[src/rtl/uart_tx_buffered.sv]
// Buffered UART transmitter: byte FIFO feeding a start/data/stop serializer
// with a 16-tick-per-bit baud timer. Divisor and stop-bit mode are latched per frame.
module uart_tx_buffered #(
  parameter int DATA_SIZE     = 8,
  parameter int FIFO_DEPTH    = 8,
  parameter int BAUD_DIV_SIZE = 16
) (
  input  logic                               clk,
  input  logic                               rst_n,
  input  logic [DATA_SIZE-1:0]               wr_data_i,
  input  logic                               wr_valid_i,
  output logic                               wr_ready_o,
  input  logic                               two_stop_bits_i,
  input  logic [BAUD_DIV_SIZE-1:0]           baud_div_i,
  input  logic                               tx_en_i,
  output logic                               tx_pin_o,
  output logic [$clog2(FIFO_DEPTH+1)-1:0]    fifo_count_o,
  output logic                               fifo_empty_o,
  output logic                               fifo_full_o,
  output logic                               busy_o,
  output logic                               tx_done_o
);

  localparam int PTR_W = $clog2(FIFO_DEPTH);
  localparam int CNT_W = $clog2(FIFO_DEPTH+1);
  localparam int BIT_W = $clog2(DATA_SIZE);

  typedef enum logic [1:0] {IDLE, START, DATA, STOP} state_t;

  state_t                     state, state_n;
  logic [DATA_SIZE-1:0]       mem [FIFO_DEPTH];
  logic [PTR_W-1:0]           wptr, rptr;
  logic [CNT_W-1:0]           count;
  logic                       push, pop;
  logic [DATA_SIZE-1:0]       shift;
  logic [BIT_W-1:0]           bit_idx;
  logic [BAUD_DIV_SIZE-1:0]   div_q, tick_cnt;
  logic [3:0]                 sub_cnt;
  logic                       two_q, stop_idx;
  logic                       pin, pin_n, done, done_n;
  logic                       tick, bit_end;

  // Flags depend only on the count register, so ready never looks at wr_valid_i.
  assign fifo_full_o  = (count == CNT_W'(FIFO_DEPTH));
  assign fifo_empty_o = (count == '0);
  assign wr_ready_o   = ~fifo_full_o;
  assign fifo_count_o = count;
  assign push         = wr_valid_i & wr_ready_o;

  always_ff @(posedge clk or negedge rst_n) begin
    if (!rst_n) begin
      wptr  <= '0;
      rptr  <= '0;
      count <= '0;
    end else begin
      if (push) wptr <= wptr + 1'b1;
      if (pop)  rptr <= rptr + 1'b1;
      case ({push, pop})
        2'b10:   count <= count + 1'b1;
        2'b01:   count <= count - 1'b1;
        default: ;
      endcase
    end
  end

  always_ff @(posedge clk) begin
    if (push) mem[wptr] <= wr_data_i;
  end

  assign tick    = (tick_cnt == '0);
  assign bit_end = tick & (sub_cnt == 4'd15);

  always_ff @(posedge clk or negedge rst_n) begin
    if (!rst_n) state <= IDLE;
    else        state <= state_n;
  end

  always_comb begin
    state_n = state;
    pop     = 1'b0;
    pin_n   = pin;
    done_n  = 1'b0;
    case (state)
      IDLE: begin
        pin_n = 1'b1;
        if (tx_en_i & ~fifo_empty_o) begin
          pop     = 1'b1;
          state_n = START;
          pin_n   = 1'b0;
        end
      end
      START: begin
        if (bit_end) begin
          state_n = DATA;
          pin_n   = shift[0];
        end
      end
      DATA: begin
        if (bit_end) begin
          if (bit_idx == BIT_W'(DATA_SIZE-1)) begin
            state_n = STOP;
            pin_n   = 1'b1;
          end else begin
            pin_n = shift[1];
          end
        end
      end
      STOP: begin
        if (bit_end && (stop_idx == two_q)) begin
          done_n = 1'b1;
          // Chain straight into the next start bit when more data is waiting.
          if (tx_en_i & ~fifo_empty_o) begin
            pop     = 1'b1;
            state_n = START;
            pin_n   = 1'b0;
          end else begin
            state_n = IDLE;
            pin_n   = 1'b1;
          end
        end
      end
      default: begin
        state_n = IDLE;
        pin_n   = 1'b1;
      end
    endcase
  end

  always_ff @(posedge clk or negedge rst_n) begin
    if (!rst_n) begin
      shift    <= '0;
      bit_idx  <= '0;
      div_q    <= '0;
      tick_cnt <= '0;
      sub_cnt  <= '0;
      two_q    <= 1'b0;
      stop_idx <= 1'b0;
      pin      <= 1'b1;
      done     <= 1'b0;
    end else begin
      pin  <= pin_n;
      done <= done_n;
      if (pop) begin
        shift    <= mem[rptr];
        div_q    <= baud_div_i;
        two_q    <= two_stop_bits_i;
        tick_cnt <= baud_div_i;
        sub_cnt  <= '0;
        bit_idx  <= '0;
        stop_idx <= 1'b0;
      end else if (state != IDLE) begin
        if (tick) begin
          tick_cnt <= div_q;
          sub_cnt  <= sub_cnt + 1'b1;
        end else begin
          tick_cnt <= tick_cnt - 1'b1;
        end
        if (bit_end && state == DATA) begin
          shift   <= shift >> 1;
          bit_idx <= bit_idx + 1'b1;
        end
        if (bit_end && state == STOP) stop_idx <= 1'b1;
      end
    end
  end

  assign tx_pin_o  = pin;
  assign tx_done_o = done;
  assign busy_o    = (state != IDLE);

endmodule
[config.mk]
export PLATFORM = sky130hd
export DESIGN_NAME = uart_tx_buffered
export DESIGN_NICKNAME = d
export VERILOG_FILES = /design/src/rtl/uart_tx_buffered.sv
export SDC_FILE = /design/constraint.sdc
export NUM_CORES = 1
export LEC_CHECK = 0
export CAP_MARGIN = 25
export CELL_PAD_IN_SITES_DETAIL_PLACEMENT = 1
export CELL_PAD_IN_SITES_GLOBAL_PLACEMENT = 2
export CORE_MARGIN = 2
export CORE_UTILIZATION = 41
export DETAILED_ROUTE_END_ITERATION = 16
export PLACE_DENSITY = 0.89
export SKIP_CTS_REPAIR_TIMING = 1
export SLEW_MARGIN = 25
export SYNTH_ARGS = -nofsm -noshare
export SYNTH_HDL_FRONTEND = slang
export SYNTH_SLANG_ARGS = --single-unit
[constraint.sdc]
create_clock -name clk -period 4.22 [get_ports clk]
set_input_delay 0.422 -clock clk [delete_from_list [all_inputs] [get_ports clk]]
set_output_delay 0.422 -clock clk [all_outputs]
set_load 0.01 [all_outputs]
== Word-level counts from Yosys, hierarchy flattened ==
Memory sizes are Yosys's and may differ from the RTL's.
Index checks and enable logic that the tools add are counted.
Cells by class
  eq/ne operators: 14
  bitwise logic cells: 5
  multiplexer cells: 36
  reductions and logical operators: 17
  add/subtract/negate cells: 7
Operators with widths (number)
  16-bit two-way mux: 3
  8-bit two-way mux: 3
  16-bit logical NOT: 1
  16-bit by 1-bit subtractor with 16-bit output (second input constant): 1
  1-bit two-way mux: 15
  4-bit two-way mux: 3
  2-bit nonzero test: 6
  2-bit two-way mux: 5
  2-bit inequality test (second input constant): 5
  3-bit by 1-bit adder with 3-bit output (second input constant): 3
  3-bit two-way mux: 3
  4-bit by 1-bit adder with 4-bit output (second input constant): 2
  4-bit equality test (second input constant): 2
  2-bit case mux with 4 select lines: 1
  4-bit case mux with 2 select lines: 1
  2-bit equality test (second input constant): 3
  2-bit AND reduction: 3
  5-bit AND reduction: 1
  2-bit by 1-bit equality test with 1-bit output (second input constant): 2
  4-bit logical NOT: 1
  1-bit case mux with 4 select lines: 1
  4-bit by 1-bit subtractor with 4-bit output (second input constant): 1
  1-bit AND: 3
  3-bit equality test (second input constant): 1
  other kinds (6): 9
Word-level totals
  logic and storage cells: 93
  output and inout bits: 10
  bits in registers: 63
  input port bits: 29
  memories: 1
  bits in writable memories: 64
Memories
  mem: words 8, bits a word 8, rd ports 1, clocked after memory_dff 0, write ports 1, line 31  | logic [DATA_SIZE-1:0] mem [FIFO_DEPTH];

== Logic depth before layout (Yosys ltp) ==
Gate-level depths: netlist of run 1.
  word-level depth: 8
  gate-level depth with buffers: 15
  mapped depth without buffers: 13

== Worst setup path before layout of run 1 ==
OpenSTA, ideal clock, no wires.
  kind: reg2reg
  start: reg tick_cnt[11]
  end: reg count[2] (netlist: fifo_count_o[2])
  clock period less this slack: 3085 ps
  buffers on the path: 2
  arrival: 2954 ps
  cell stages (with the launch flop): 15
  data required time: 4089 ps
  slack: 1135 ps
  library setup time: 131 ps
  cell sequence: dfrtp_1 -> or4_4 -> or2_0 -> buf_6 -> nor4_4 -> o21ai_1 -> inv_2 -> buf_2 -> ha_1 -> xor2_1 -> ha_1 -> a21oi_1 -> xor2_1 -> nor2_1 -> xor2_1
Between the ends
  cells in the longest elaborated chain, start to end: 7
  elaborated cells between the ends (all ways): 9
  classes of those cells: eq/ne: 2; mux: 3; bitwise: 1; reduce/logical: 3
RTL lines
  start, declared: line 37  | logic [BAUD_DIV_SIZE-1:0] div_q, tick_cnt;
  start signal, assigned: line 147  | tick_cnt <= baud_div_i;
  start signal, assigned: line 153  | tick_cnt <= div_q;
  start signal, assigned: line 156  | tick_cnt <= tick_cnt - 1'b1;
  16-bit logical NOT *: line 70  | assign tick = (tick_cnt == '0);
  1-bit AND *: line 71  | assign bit_end = tick & (sub_cnt == 4'd15);
  1-bit logical AND *: line 109  | if (bit_end && (stop_idx == two_q)) begin
  1-bit two-way mux *: line 109
  1-bit case mux with 2 select lines *: line 83  | case (state)
  named net pop: line 34  | logic push, pop;
  2-bit by 1-bit equality test with 1-bit output or 2-bit equality test (tied branches): line 58  | case ({push, pop})
  4-bit case mux with 2 select lines or 2-bit nonzero test (tied branches)
  end signal, assigned: line 59  | 2'b10: count <= count + 1'b1;
  end signal, assigned: line 60  | 2'b01: count <= count - 1'b1;
  end, declared: line 33  | logic [CNT_W-1:0] count;
The timed path passes the listed nets; every way through them passes the cells marked *.
A chain may end at the register's enable or synchronous reset.

== Final worst setup path of run 1 ==
  start: reg tick_cnt[6]
  end: reg count[3] (netlist: fifo_count_o[3])
Between the ends
  cells in the longest elaborated chain, start to end: 7
  elaborated cells between the ends (all ways): 9
  classes of those cells: eq/ne: 2; mux: 3; bitwise: 1; reduce/logical: 3
RTL lines (line)
  16-bit logical NOT *: 70
  1-bit AND *: 71
  1-bit logical AND *: 109
  1-bit two-way mux *: 109
  1-bit case mux with 2 select lines *: 83
  2-bit by 1-bit equality test with 1-bit output or 2-bit equality test (tied branches): 58
  4-bit case mux with 2 select lines or 2-bit nonzero test (tied branches)
Every way passes the cells marked *; elsewhere a longest branch is shown, timed or not.

==> results.toml, run 1 <==
[status]
status = "complete, no violations"

[floorplanning]
die_w_um = 124.3
die_y_um = 124.3
dieArea_um2 = 15460
core-area_um2 = 13990
io_pins = 39
rows = 43
start_util_pct = 42.45

[synthesis]
ys.flop_type = "edfxtp_1"
synth_nets = 536
syn-instance-count = 493
synthXorXnorAreaFrac_pct = 3.392
yosys_warnings = 0
yosysSeqAreaShare_pct = 58.93
ys_ff_latch = 127
synth_compound_area_share_pct = 7.754
synthAdderAreaFrac_pct = 2.950
synth_top_family_by_area = "simple AND/OR/NAND/NOR gates"
synth_edf_count = 64
synth_cell_types = 56
synth-simple-area-share_pct = 15.40
netlist_area_um2 = 5938
synthMuxAreaShare_pct = 8.512
synth.avg_cell_area_um2 = 12.05
ys_async_sr_fraction_pct = 49.61

[cts]
max-clock-path-buffers = 2
worst_skew_pair.late_latency_ns = 0.42
clock-sinks = 127
cts_tree = "built"
cts_buffers = 17
clkTransAtPathRegs_ns = 0.06
h-tree-depth = 4
cts_root_buf = "clkbuf_16"

[sta]
fin_crit_ns = 3.466
timing.fmax_mhz = 288.5
tightest_slew_ns = 0.9720
slew-limit-headroom_pct = 34.35
setup_viol = 0
report.final.hold_viol_count = 0
final.setup.tns_ns = 0
slew_violations = 0
fin_ws_ns = 0.7540
fin_skew_ns = 0.008153
rsz0062_at_grt = "no"
fin_crit_sh_pct = 82.13

[placement]
gp_congestion = 0.8067
port_buffers = 38
pre_cts_ws_ns = 0.7821
hpwl_um = 9438

[pwr]
ir_worst_vdd_mv = 0.4291
p_total_mw = 5.252
leakage_nw = 2.820
powerDensity_nw_per_um2 = 738.7

[global_route]
grt_pass1_wl_um = 23360
grt_usage_pct = 19.30
grt_pass1_vias = 4403
grt_overflow = 0
antenna_found_initial = 0
grt_max_degree = 39

[cells_and_area]
n_antenna_cell = 0
syn2layout_area_growth_pct = 19.74
drive_above_1_share_pct = 14.91
utilization_pct = 50.83
fin_nets = 580

[route]
first_pass_iters = 4
drtIter0Drc = 217
wl_um = 14120
drc = 0
viasPerCell = 5.522
vias = 4031
ant_nets = 0
wl_per_cell_um = 19.34

[job]
cap_violations = 0

[setup_path]
cp_num_buf_inv = 1
path_delay_family = "simple AND/OR/NAND/NOR gates"
cp_slowest_cell = "or4_4"
crit_chain = "or4_4 > nand4bb_1 > nor4_4 > o21ai_2 > inv_2 > ha_1 > nand2_1 > mux2_2 > o22ai_1 > o21ai_0 > nor2_1 > xor2_1"
startpoint_type = "register"
crit_path_max_fanout = 9
crit_type = "reg2reg"
end_kind = "register"
critPathRequiredTime_ns = 4.56
critPathMaxStageDelay_ns = 0.57
worstPathArrival_ns = 3.81

[min_path]
min_path_type = "in2async"
[path summary, 6_finish.rpt]
| kind | startpoint | end | slack [ns] | depth (start not counted) |
|---|---|---|---|---|
| setup reg to reg | tick_cnt[6]$_DFFE_PN0P_ | fifo_count_o[3]$_DFFE_PN0P_ | 0.75 | 12 |
| min in group clk | div_q[4]$_DFFE_PN0P_ | div_q[4]$_DFFE_PN0P_ | 0.48 | 2 |
| hold / removal | rst_n | div_q[12]$_DFFE_PN0P_ | 0.07 | 1 |
| hold reg to reg | div_q[4]$_DFFE_PN0P_ | div_q[4]$_DFFE_PN0P_ | 0.48 | 2 |
| max in group asynchronous | rst_n | tx_pin_o$_DFFE_PN1P_ | 3.20 | 2 |
| setup / recovery | tick_cnt[6]$_DFFE_PN0P_ | fifo_count_o[3]$_DFFE_PN0P_ | 0.75 | 12 |
[through the flow]
step / instances / hold WS, ns / instance area [um^2]
2_1_floorplan: 493 / 0.1264 / 5938
3_3_place_gp: 698 / 0.4546 / 6497
3_5_place_dp: 698 / 0.4675 / 6502
4_1_cts: 730 / 0.08411 / 7111
5_1_grt: 730 / 0.1328 / 7111
6_report: 730 / 0.06655 / 7111
[synthesized netlist by cell type, types with 10 or more instances]
library cell	instances	area, um^2
a21oi_1	22	110.1
nand2_1	100	375.4
o21ai_1	11	55.05
inv_1	10	37.54
xnor2_1	14	122.6
mux2i_1	10	100.1
mux4_2	16	360.4
dfrtp_1	62	1551
ha_1	14	175.2
edfxtp_1	64	1922
o21ai_0	14	70.07
nor2_1	25	93.84
nand3_1	17	85.08
[power breakdown]
part | switching (mW) | total, mW | internal [mW] | leakage (nW)
sequential | 0.389 | 2.08 | 1.69 | 1.34
clock | 0.585 | 1.53 | 0.940 | 0.289
combinational | 0.887 | 1.65 | 0.762 | 1.19
total | 1.86 | 5.25 | 3.39 | 2.82
[kinds of logic after synthesis]
logic type               Yosys count
flip-flops                       127
adder cells (fa/ha/maj)           14
buffers and inverters             37
AND/OR/NAND/NOR                  187
multiplexers                      30
AO/OA/AOI/OAI                     75
XOR/XNOR                          23
[area by class of cell]
type	count	area (um^2)
Clock buffer	18	429.2
Clock inverter	14	178.9
Fill cell	1460	6878
Inverter	12	46.29
Multi-Input combinational cell	329	2266
Sequential cell	127	3500
Tap cell	180	225.2
Timing Repair Buffer	50	465.4
[routing by layer]
metal / share of wire (%) / track usage (%) / vias up
met2: 53 / 34.59 / 69
li1: - / - / 1876
met3: 3.3 / 4.381 / 23
met5: 0 / 0 / -
met1: 42 / 22.48 / 2063
met4: 1.7 / 7.336 / 0
[sequential cells by signal, indices dropped and copies added (netlist names)]
name and flops:
bit_idx 3, state 2, tx_done_o 1, sub_cnt 4
two_q 1, div_q 16, stop_idx 1, fifo_count_o 4
wptr 3, shift 8, tx_pin_o 1, rptr 3
mem 64, tick_cnt 16
[worst reg2reg max path, cell delays in order, from the launching register on]
cell	delay (ns)
dfrtp_1	0.44
or4_4	0.57
nand4bb_1	0.50
nor4_4	0.44
o21ai_2	0.11
inv_2	0.11
ha_1	0.29
nand2_1	0.08
mux2_2	0.28
o22ai_1	0.14
o21ai_0	0.12
nor2_1	0.14
xor2_1	0.16
[cell usage in the layout (no fill, tap or decap), drive strengths merged, types with 13 or more instances in the layout]
cell type      netlist  routed
nand2              100     100
edfxtp              64      64
dfrtp               62      62
clkdlybuf4s50        0      37
nor2                26      26
o21ai               26      26
a21oi               23      23
clkbuf               7      18
inv                 11      18
nand3               17      17
mux4                16      16
xnor2               14      14
ha                  14      14
buf                 18      13
Note: power is estimated with default switching activity, not from simulation.
==> inputs of run 2 (changes only) <==
==> constraint.sdc (replaced) <==
create_clock -name clk -period 3.4 [get_ports clk]
set_input_delay 0.34 -clock clk [delete_from_list [all_inputs] [get_ports clk]]
set_output_delay 0.34 -clock clk [all_outputs]
set_load 0.01 [all_outputs]
==> results.toml, run 2 (synthesized netlist as in run 1, its figures left out) <==
[setup_path]
crit_path_max_fanout = 6
cp_slowest_cell = "or4_4"
critPathMaxStageDelay_ns = 0.58
crit_chain = "or4_4 > nand4bb_1 > nor4_4 > o21ai_2 > inv_2 > ha_1 > xor2_1 > ha_1 > a21oi_1 > xor2_1 > nor2_1 > xor2_1"
end_kind = "register"
r2r-start = "tick_cnt[6]$_DFFE_PN0P_"
crit_start = "tick_cnt[6]$_DFFE_PN0P_"
crit_type = "reg2reg"
critPathRequiredTime_ns = 3.71
crit_path_frequent_cell = "xor2_1"
startpoint_type = "register"
worstPathArrival_ns = 3.36

[floorplanning]
rows = 43
die_w_um = 124.3
die_y_um = 124.3
start_util_pct = 42.45
io_pins = 39
dieArea_um2 = 15460
core-area_um2 = 13990

[cells_and_area]
fin_nets = 587
final_common_cell = "nand2_1"
largest_reg_flops = 64
top_regs = "mem: 64 flops, div_q: 16 flops, tick_cnt: 16 flops"
drive_above_1_share_pct = 15.80
syn2layout_area_growth_pct = 21.05
n_fill_cell = 1446
n_antenna_cell = 0
final_cell_mix = "100 x nand2_1, 64 x edfxtp_1, 62 x dfrtp_1"
top_register = "mem"

[global_route]
grt_usage_pct = 19.58
antenna_found_initial = 0
grt_max_degree = 48
grt_overflow = 0
grt_pass1_vias = 4427
grt_pass1_wl_um = 23760

[cts]
clock-sinks = 127
clkTransAtPathRegs_ns = 0.06
cts_tree = "built"
h-tree-depth = 4
worst_skew_pair.late_latency_ns = 0.43
cts_root_buf = "clkbuf_16"
cts_buffers = 17
max-clock-path-buffers = 2

[pwr]
p_total_mw = 6.599
ir_worst_vdd_mv = 0.6441
leakage_nw = 2.877
powerDensity_nw_per_um2 = 918.1

[sta]
slew-limit-headroom_pct = 40.74
setup_viol = 0
final.setup.tns_ns = 0
fin_crit_ns = 3.053
fin_skew_ns = 0.02098
report.final.hold_viol_count = 0
timing.fmax_mhz = 327.5
slew_violations = 0
fin_crit_sh_pct = 89.80
rsz0062_at_grt = "no"
tightest_slew_ns = 0.8774

[route]
viasPerCell = 5.441
first_pass_iters = 6
wl_um = 14250
ant_nets = 0
wl_per_cell_um = 19.33
drtIter0Drc = 242
vias = 4010
drc = 0

[min_path]
min_path_type = "in2async"

[status]
status = "complete, no violations"

[placement]
hpwl_um = 9470
gp_congestion = 0.7994
port_buffers = 38

[job]
cap_violations = 0
run 2: changes by cell type in the layout (fill, tap and decap cells not counted), sizes merged:
cell / before / now
clkinv: 2 / 1
dlygate4sd3: 0 / 1
clkbuf: 18 / 17
inv: 18 / 23
buf: 13 / 19
clkinvlp: 3 / 0
run 2: path summary, 6_finish.rpt:
kind                                               end  slack, ns  cells after the start
hold / removal                   div_q[12]$_DFFE_PN0P_       0.47                      2
max in group asynchronous      tick_cnt[2]$_DFFE_PN0P_       2.21                      3
min in group clk                  div_q[2]$_DFFE_PN0P_       0.47                      2
setup / recovery           fifo_count_o[2]$_DFFE_PN0P_       0.35                     12
setup reg to reg           fifo_count_o[2]$_DFFE_PN0P_       0.35                     12
hold reg to reg                   div_q[2]$_DFFE_PN0P_       0.47                      2
run 2: power by group:
group	switching, mW	internal (mW)
sequential	0.484	2.10
combinational	1.10	0.967
clock	0.763	1.19
total	2.34	4.26
run 2: worst max-delay path: cells and delay by family (launching register included):
kind / cells / cell delay (ns)
adder cells (fa/ha/maj): 2 / 0.46
AND/OR/NAND/NOR: 4 / 1.30
AO/OA/AOI/OAI: 2 / 0.26
XOR/XNOR: 3 / 0.41
flip-flops: 1 / 0.44
buffers and inverters: 1 / 0.08
run 2: layout make-up:
class	instances	area (um^2)	share of cell area, %
clock inverter	15	207.7	2.889
timing repair buffer	57	523.0	7.276
sequential	127	3500	48.69
clock buffer	17	425.4	5.918
multi-input combinational	329	2261	31.45
tap	180	225.2	3.133
inverter	12	46.29	0.6440
run 2: metal layers:
layer	global-route usage [%]	share of wire, %	vias up
met3	5.112	3.5	20
met4	6.279	1.3	0
met1	23.15	42	2020
li1	-	-	1894
met2	34.75	53	76
met5	0	0	-
run 2: per-stage QoR:
stage | instances | hold WS, ns | worst slack [ns] | utilization [%] | cell area [um^2]
finish | 737 | 0.4680 | 0.3469 | 51.39 | 7188
global route | 737 | 0.4967 | 0.05932 | 51.39 | 7188
CTS | 736 | -0.04252 | 0.2933 | 51.31 | 7178
detailed placement | 704 | 0.4113 | 0.3236 | 46.79 | 6545
global placement | 704 | 0.4542 | 0.4166 | 46.77 | 6543
floorplan | 493 | 0.04441 | 0.3146 | - | 5938
==> inputs of run 3 (changes only) <==
--- a/config.mk
+++ b/config.mk
@@ -5,12 +5,15 @@
 export SDC_FILE = /design/constraint.sdc
 export NUM_CORES = 1
 export LEC_CHECK = 0
+export ABC_CLOCK_PERIOD_IN_PS = 3400
 export CAP_MARGIN = 25
 export CELL_PAD_IN_SITES_DETAIL_PLACEMENT = 1
 export CELL_PAD_IN_SITES_GLOBAL_PLACEMENT = 2
 export CORE_MARGIN = 2
-export CORE_UTILIZATION = 41
+export CORE_UTILIZATION = 44
+export CTS_BUF_LIST = sky130_fd_sc_hd__clkbuf_8 sky130_fd_sc_hd__clkbuf_16
 export DETAILED_ROUTE_END_ITERATION = 16
+export DONT_BUFFER_PORTS = 1
 export PLACE_DENSITY = 0.89
 export SKIP_CTS_REPAIR_TIMING = 1
 export SLEW_MARGIN = 25
==> results.toml, run 3 (synthesized netlist as in run 1, its figures left out) <==
[route]
viasPerCell = 5.622
drtIter0Drc = 231
wl_per_cell_um = 19.79
vias = 3952
ant_nets = 0
wl_um = 13910
first_pass_iters = 6
drc = 0

[setup_path]
worstRegToRegCells = 12
cp_slowest_cell = "or4_4"
path_delay_family = "simple AND/OR/NAND/NOR gates"
worstPathArrival_ns = 3.41
crit_type = "reg2reg"
cp_num_buf_inv = 1
end_kind = "register"
r2r_end = "fifo_count_o[2]$_DFFE_PN0P_"
r2r-start = "tick_cnt[6]$_DFFE_PN0P_"
r2r_slack_ns = 0.30
crit_chain = "or4_4 > nand4bb_1 > nor4_4 > o21ai_2 > inv_2 > ha_1 > xor2_1 > ha_1 > a21oi_1 > xor2_1 > nor2_1 > xor2_1"
crit_path_frequent_cell = "xor2_1"
startpoint_type = "register"
critPathMaxStageDelay_ns = 0.58
critPathRequiredTime_ns = 3.71
crit_path_max_fanout = 6

[status]
status = "complete, no violations"

[sta]
slew_violations = 0
timing.fmax_mhz = 322.3
fin_crit_ns = 3.103
fin_crit_sh_pct = 91.27
tightest_slew_ns = 0.8098
fin_skew_ns = 0.009985
rsz0062_at_grt = "no"
slew-limit-headroom_pct = 46.02
final.setup.tns_ns = 0
setup_viol = 0
report.final.hold_viol_count = 0

[job]
cap_violations = 0

[cts]
max-clock-path-buffers = 2
cts_root_buf = "clkbuf_16"
worst_skew_pair.late_latency_ns = 0.43
cts_tree = "built"
clock-sinks = 127
cts_buffers = 17
clkTransAtPathRegs_ns = 0.07
h-tree-depth = 4

[placement]
hpwl_um = 9123
gp_congestion = 0.7592
port_buffers = 0

[pwr]
ir_worst_vdd_mv = 0.5694
powerDensity_nw_per_um2 = 931.0
leakage_nw = 2.757

[global_route]
antenna_found_initial = 0
grt_pass1_wl_um = 22900
grt_max_degree = 64
grt_pass1_vias = 4454
grt_usage_pct = 20.95
grt_overflow = 0

[min_path]
min_from = "baud_div_i[6]"
min_to = "div_q[6]$_DFFE_PN0P_"
hold_path_depth = 2
min_path_type = "in2reg"

[cells_and_area]
n_fill_cell = 1321
largest_reg_flops = 64
final_cell_mix = "100 x nand2_1, 64 x edfxtp_1, 62 x dfrtp_1"
utilization_pct = 52.18
drive_above_1_share_pct = 16.51
top_regs = "mem: 64 flops, div_q: 16 flops, tick_cnt: 16 flops"
n_antenna_cell = 0
syn2layout_area_growth_pct = 15.91
final_common_cell = "nand2_1"
top_register = "mem"
fin_nets = 557

[floorplanning]
dieArea_um2 = 14440
die_w_um = 120.2
die_y_um = 120.2
core-area_um2 = 13190
start_util_pct = 45.02
rows = 42
io_pins = 39
-- run 3: final cells by class --
| class | count | area (um^2) | share of cell area, % |
|---|---|---|---|
| clock inverters | 15 | 185.2 | 2.690 |
| clock buffers | 17 | 425.4 | 6.181 |
| multi-input cells | 329 | 2261 | 32.85 |
| well taps | 176 | 220.2 | 3.199 |
| inverters | 12 | 46.29 | 0.6726 |
| repair buffers | 27 | 245.2 | 3.563 |
| flip-flops and latches | 127 | 3500 | 50.85 |
-- run 3: power breakdown --
group	switching [mW]	internal [mW]	leakage, nW
logic	1.07	0.866	1.11
clock network	0.818	1.06	0.302
registers	0.496	2.09	1.34
total	2.39	4.02	2.76
-- run 3: layer usage --
metal / global-route usage, % / vias up / routed length, um
met5: 0 / - / 0
met1: 24.48 / 2020 / 5762
li1: - / 1827 / -
met3: 5.613 / 32 / 548
met2: 36.04 / 73 / 7260
met4: 9.559 / 0 / 338
-- run 3: how the worst max path moves through the flow --
| stage | start | end | depth (start not counted) |
|---|---|---|---|
| 2_1_floorplan | tick_cnt[11]$_DFFE_PN0P_ | fifo_count_o[2]$_DFFE_PN0P_ | 14 |
| 3_3_place_gp | tick_cnt[6]$_DFFE_PN0P_ | fifo_count_o[2]$_DFFE_PN0P_ | 12 |
| 3_5_place_dp | tick_cnt[6]$_DFFE_PN0P_ | fifo_count_o[2]$_DFFE_PN0P_ | 12 |
| 4_1_cts | tick_cnt[6]$_DFFE_PN0P_ | fifo_count_o[2]$_DFFE_PN0P_ | 12 |
| 5_1_grt | tick_cnt[6]$_DFFE_PN0P_ | fifo_count_o[3]$_DFFE_PN0P_ | 12 |
| 6_report | tick_cnt[6]$_DFFE_PN0P_ | fifo_count_o[2]$_DFFE_PN0P_ | 12 |
-- run 3: worst register-to-register path, stage by stage, from the launching register on --
cell and delay [ns]:
dfrtp_1 0.44, or4_4 0.58, nand4bb_1 0.30, nor4_4 0.38
o21ai_2 0.10, inv_2 0.08, ha_1 0.27, xor2_1 0.11
ha_1 0.19, a21oi_1 0.15, xor2_1 0.17, nor2_1 0.07
xor2_1 0.14
-- run 3: metrics by stage --
stage	cell area [um^2]	setup slack, ns	cells	hold WS [ns]	power [mW]
3_3_place_gp	6155	0.4038	661	0.04703	4.356
6_report	6883	0.2969	703	0.01529	6.408
4_1_cts	6765	0.2796	693	-0.4214	6.438
3_5_place_dp	6155	0.3274	661	0.04678	4.503
2_1_floorplan	5938	0.3146	493	0.04441	3.949
5_1_grt	6883	0.07639	703	0.01467	6.818
